===== src/rtl/tftlcd_pkg.sv =====
// Shared constants for the TFT-LCD frame-shadow stage: register bank geometry
// and Vsync polarity, plus the idle-level helper used for synchronizer reset values.
package tftlcd_pkg;
    localparam int NUM_REGS = 7;
    localparam int REG_W    = 32;
    localparam bit VSYNC_ACTIVE_LOW = 1'b1;

    // Idle level of an active-low signal is 1, of an active-high signal 0.
    function automatic logic inactive_level(input bit active_low);
        return active_low;
    endfunction

    localparam logic VSYNC_INACTIVE = inactive_level(VSYNC_ACTIVE_LOW);
endpackage


===== src/rtl/tftlcd_sync_edge.sv =====
// Synchronizes an asynchronous level and emits a one-cycle pulse when it becomes active.
// Latency: 3 clocks from the input transition to the pulse; no backpressure.
module tftlcd_sync_edge
    import tftlcd_pkg::*;
#(
    parameter bit ACTIVE_LOW = VSYNC_ACTIVE_LOW
) (
    input  logic TFTLCD_CLK,
    input  logic TFTLCD_nRESET,
    input  logic async_level,
    output logic assert_pulse
);
    localparam logic INACTIVE = inactive_level(ACTIVE_LOW);

    logic sync_meta;
    logic sync_lvl;
    logic sync_prev;

    // Flops idle at the inactive level so reset release never looks like a sync start.
    always_ff @(posedge TFTLCD_CLK or negedge TFTLCD_nRESET) begin
        if (!TFTLCD_nRESET) begin
            sync_meta    <= INACTIVE;
            sync_lvl     <= INACTIVE;
            sync_prev    <= INACTIVE;
            assert_pulse <= 1'b0;
        end else begin
            sync_meta    <= async_level;
            sync_lvl     <= sync_meta;
            sync_prev    <= sync_lvl;
            assert_pulse <= (sync_lvl != INACTIVE) && (sync_prev == INACTIVE);
        end
    end
endmodule


===== src/rtl/tftlcd_frame_shadow.sv =====
// Frame-synchronous shadow of the live display registers, plus frame counter and blink phase.
// Shadow loads one clock after frame_tick (4 clocks after the vsync_in edge); no backpressure.
module tftlcd_frame_shadow
    import tftlcd_pkg::*;
#(
    parameter int NUM_REGS         = tftlcd_pkg::NUM_REGS,
    parameter bit VSYNC_ACTIVE_LOW = tftlcd_pkg::VSYNC_ACTIVE_LOW,
    parameter int FRAME_CNT_W      = 16,
    parameter int BLINK_FRAMES     = 30
) (
    input  logic                      TFTLCD_CLK,
    input  logic                      TFTLCD_nRESET,
    input  logic                      vsync_in,
    input  logic [REG_W*NUM_REGS-1:0] live_regs,
    input  logic                      commit_req,
    input  logic                      auto_update,
    output logic [REG_W*NUM_REGS-1:0] shadow_regs,
    output logic                      commit_pending,
    output logic                      commit_done,
    output logic [FRAME_CNT_W-1:0]    frame_count,
    output logic                      blink
);
    localparam int             BLINK_W    = $clog2(BLINK_FRAMES) + 1;
    localparam logic [BLINK_W-1:0] BLINK_LAST = BLINK_W'(BLINK_FRAMES - 1);

    logic               frame_tick;
    logic               commit_req_q;
    logic               req_edge;
    logic               do_copy;
    logic [BLINK_W-1:0] blink_cnt;

    tftlcd_sync_edge #(
        .ACTIVE_LOW (VSYNC_ACTIVE_LOW)
    ) u_vsync_edge (
        .TFTLCD_CLK    (TFTLCD_CLK),
        .TFTLCD_nRESET (TFTLCD_nRESET),
        .async_level   (vsync_in),
        .assert_pulse  (frame_tick)
    );

    // A request arriving on the tick itself is not eligible for that frame.
    assign req_edge = commit_req & ~commit_req_q;
    assign do_copy  = frame_tick & (commit_pending | auto_update);

    always_ff @(posedge TFTLCD_CLK or negedge TFTLCD_nRESET) begin
        if (!TFTLCD_nRESET) begin
            shadow_regs    <= '0;
            commit_pending <= 1'b0;
            commit_done    <= 1'b0;
            commit_req_q   <= 1'b0;
        end else begin
            commit_req_q <= commit_req;
            commit_done  <= do_copy;
            if (do_copy) begin
                shadow_regs    <= live_regs;
                commit_pending <= req_edge;
            end else if (req_edge) begin
                commit_pending <= 1'b1;
            end
        end
    end

    always_ff @(posedge TFTLCD_CLK or negedge TFTLCD_nRESET) begin
        if (!TFTLCD_nRESET) begin
            frame_count <= '0;
            blink_cnt   <= '0;
            blink       <= 1'b0;
        end else if (frame_tick) begin
            frame_count <= frame_count + 1'b1;
            if (blink_cnt == BLINK_LAST) begin
                blink_cnt <= '0;
                blink     <= ~blink;
            end else begin
                blink_cnt <= blink_cnt + 1'b1;
            end
        end
    end
endmodule


===== config.mk =====
export PLATFORM = sky130hd
export DESIGN_NAME = tftlcd_frame_shadow
export DESIGN_NICKNAME = d
export VERILOG_FILES = /design/src/rtl/tftlcd_pkg.sv /design/src/rtl/tftlcd_sync_edge.sv /design/src/rtl/tftlcd_frame_shadow.sv
export SDC_FILE = /design/constraint.sdc
export NUM_CORES = 1
export LEC_CHECK = 0
export BUFFER_PORTS_ARGS = -buffer_cell sky130_fd_sc_hd__buf_4
export CORE_AREA = 2 2 186 188
export DETAILED_ROUTE_END_ITERATION = 7
export DIE_AREA = 0 0 188 190
export PLACE_DENSITY_LB_ADDON = 0.15
export REMOVE_ABC_BUFFERS = 1
export SYNTH_ARGS = -nofsm -noshare
export SYNTH_HDL_FRONTEND = slang
export SYNTH_SLANG_ARGS = --single-unit

===== constraint.sdc =====
create_clock -name TFTLCD_CLK -period 3.12 [get_ports TFTLCD_CLK]
set_clock_uncertainty 0.05 [all_clocks]
set_input_delay 0.624 -clock TFTLCD_CLK [delete_from_list [all_inputs] [get_ports TFTLCD_CLK]]
set_output_delay 0.624 -clock TFTLCD_CLK [all_outputs]
set_load 0.01 [all_outputs]

==> results.cfg <==
[status]
status = finished, violations left
violations = hold timing

[pwr]
leakage_uw = 0.00698
total_power_uw = 10000
power_density_nw_per_um2 = 684
irDropWorstVdd_uv = 475

[synth]
yosys_warnings = 0
synth.avg_cell_area_um2 = 16.5
syn-cell-area_um2 = 9570
ys_ff_latch = 254
yosysMostFrequentCell = dfrtp_1
yosysUniqueCellTypes = 29
yosysTopAreaCell = dfrtp_1
synthFlopType = dfrtp_1
synth_top_area_share = 0.657
ys_top_cells_by_area = dfrtp_1, mux2_1, mux2_2
synth_commonest_cells = dfrtp_1, mux2_1, mux2_2
postSynthCellCount = 581
synth_enable_flop_cells = 0
async_flop_share = 1.00
yosysSeqAreaShare = 0.665

[sta]
whs_ns = -0.0126
tightest_slew_ns = 0.636
fmax_mhz = 500
maxSlewViolCount = 0
setup_slack_ns = 1.12
rsz0062_at_grt = no
report.final.hold_viol_count = 3
post-route-period-util = 0.640
finalSetupViolations = 0
min_period_ns = 2.00
relSlewSlack = 0.576

[critical_path]
reg2reg_setup_slack_ns = 1.12
r2r_start = u_vsync_edge.assert_pulse
crit_path_start_kind = register
crit_arrival_ns = 2.37
reg2regPathDepth = 5
cp.required_ns = 3.49
reg2reg_to = shadow_regs[208]
setup.worst_path.class = reg2reg
crit_fanout = 18
crit_path_end_kind = register
critPathLaunch = u_vsync_edge.assert_pulse

[floorplanning]
boundaryPins = 472
dieHeight_um = 190
dieArea_um2 = 35700
die_w_um = 188
fp.coreArea_um2 = 33900
rows = 68
start_util = 0.282

[route]
drc = 0
wirelength_mm = 27.6
ant_nets = 0
via_per_inst = 4.30
wire_per_inst_um = 17.8
via_count = 6659
drt_pass1_iterations = 4
first_iter_violations = 131

[final_layout]
fin_nets = 1303
area_growth_pct = 53.4
fillerInstances = 3223
final_util = 0.432
drive_gt1_frac = 0.555
top_register = shadow_regs
final_cell_area_um2 = 14700
largest_reg_flops = 224
antenna_cells = 0
largestRegisters = shadow_regs: 224 flops, frame_count: 16 flops, blink_cnt: 6 flops

[grt]
grt_pass1_vias = 7123
antenna_found_initial = 0
overflow = 0
grt_pass1_wl_mm = 42.0
grt_max_degree = 78
grt_usage = 0.150

[place]
place_area_um2 = 13700
place.gp.congestion = 0.719
dp_hpwl_mm = 20.7
place_ws_ns = 1.11
port_buffers = 471

[clock_network]
cts_resized = 0
clock_latency_ns = 0.54
clk_pin_slew_ns = 0.06
clock-sinks = 254
cts_buffer_depth = 3
holdBufCountCts = 0
cts_inserted_buffers = 31
cts_tree = yes
htree_levels = 1
cts_root_buffer = clkbuf_16
cts_setup_buffers = 0

[flow_run]
drv_cap = 0

[worst_hold_path]
hold_path.class = in2async
[through the flow]
| step | hold slack (ns) | instances | setup TNS (ns) |
|---|---|---|---|
| 2_1_floorplan | 0.278 | 554 | -330.99 |
| 3_3_place_gp | 0.297 | 1493 | 0 |
| 3_5_place_dp | 0.300 | 1493 | 0 |
| 4_1_cts | 0.0173 | 1547 | 0 |
| 5_1_grt | 0.00907 | 1547 | 0 |
| 6_report | -0.0126 | 1547 | 0 |
[logic make-up after synthesis]
kind of cell             after synthesis  synth area share
AND/OR/NAND/NOR                       38            0.0222
adder cells (fa/ha/maj)                3           0.00392
flip-flops                           254             0.665
buffers and inverters                 33            0.0200
AO/OA/AOI/OAI                          9           0.00628
multiplexers                         227             0.267
XOR/XNOR                              17            0.0156
[critical path: stages (launching register included)]
cell     delay, ns
dfrtp_1       0.62
inv_2         0.13
nor2_4        0.21
buf_12        0.20
buf_4         0.29
mux2_2        0.36
[cell usage in the layout (no fill, tap or decap), types with 2 or more instances in the layout]
cell	n
dfstp_2	3
clkbuf_16	31
clkbuf_1	10
mux2_1	154
clkbuf_8	9
nand2_1	6
dfrtp_1	251
xnor2_1	5
ha_1	3
nor3_1	3
nand3_1	2
clkinv_2	4
nor4_1	6
xor2_1	12
buf_12	9
nor2b_1	2
nor2_1	5
inv_1	5
or3_1	2
buf_4	474
nand4_1	9
mux2_2	73
a21oi_1	4
[report_power, final]
group	total (µW)	internal [µW]	switching (µW)
Combinational	2370	1350	1010
Clock	3360	2020	1340
Sequential	4300	3930	373
Total	10000	7310	2730
[layout make-up]
cell class              instances  area (µm²)  area share
repair buffers                484        3750       0.256
clock inverters                 4        20.0     0.00136
flip-flops and latches        254        6360       0.433
clock buffers                  50         937      0.0638
well taps                     455         569      0.0388
multi-input cells             294        3020       0.205
inverters                       6        22.5     0.00153
[metal layers]
| metal | share of wire | global-route usage | up-vias |
|---|---|---|---|
| li1 | - | - | 3042 |
| met1 | 0.35 | 0.162 | 3306 |
| met2 | 0.52 | 0.269 | 263 |
| met3 | 0.095 | 0.0605 | 48 |
| met4 | 0.032 | 0.0475 | 0 |
| met5 | 0 | 0 | - |
[worst max path at each step]
stage                       endpoint  slack, ns  depth (start not counted)
floorplan             shadow_regs[0]      -1.55                          3
global placement     shadow_regs[41]       1.14                          6
detailed placement   shadow_regs[37]       1.11                          5
CTS                 shadow_regs[208]       1.10                          5
global route         shadow_regs[55]       0.96                          5
finish              shadow_regs[208]       1.12                          5
Note: power is estimated with default switching activity, not from simulation.
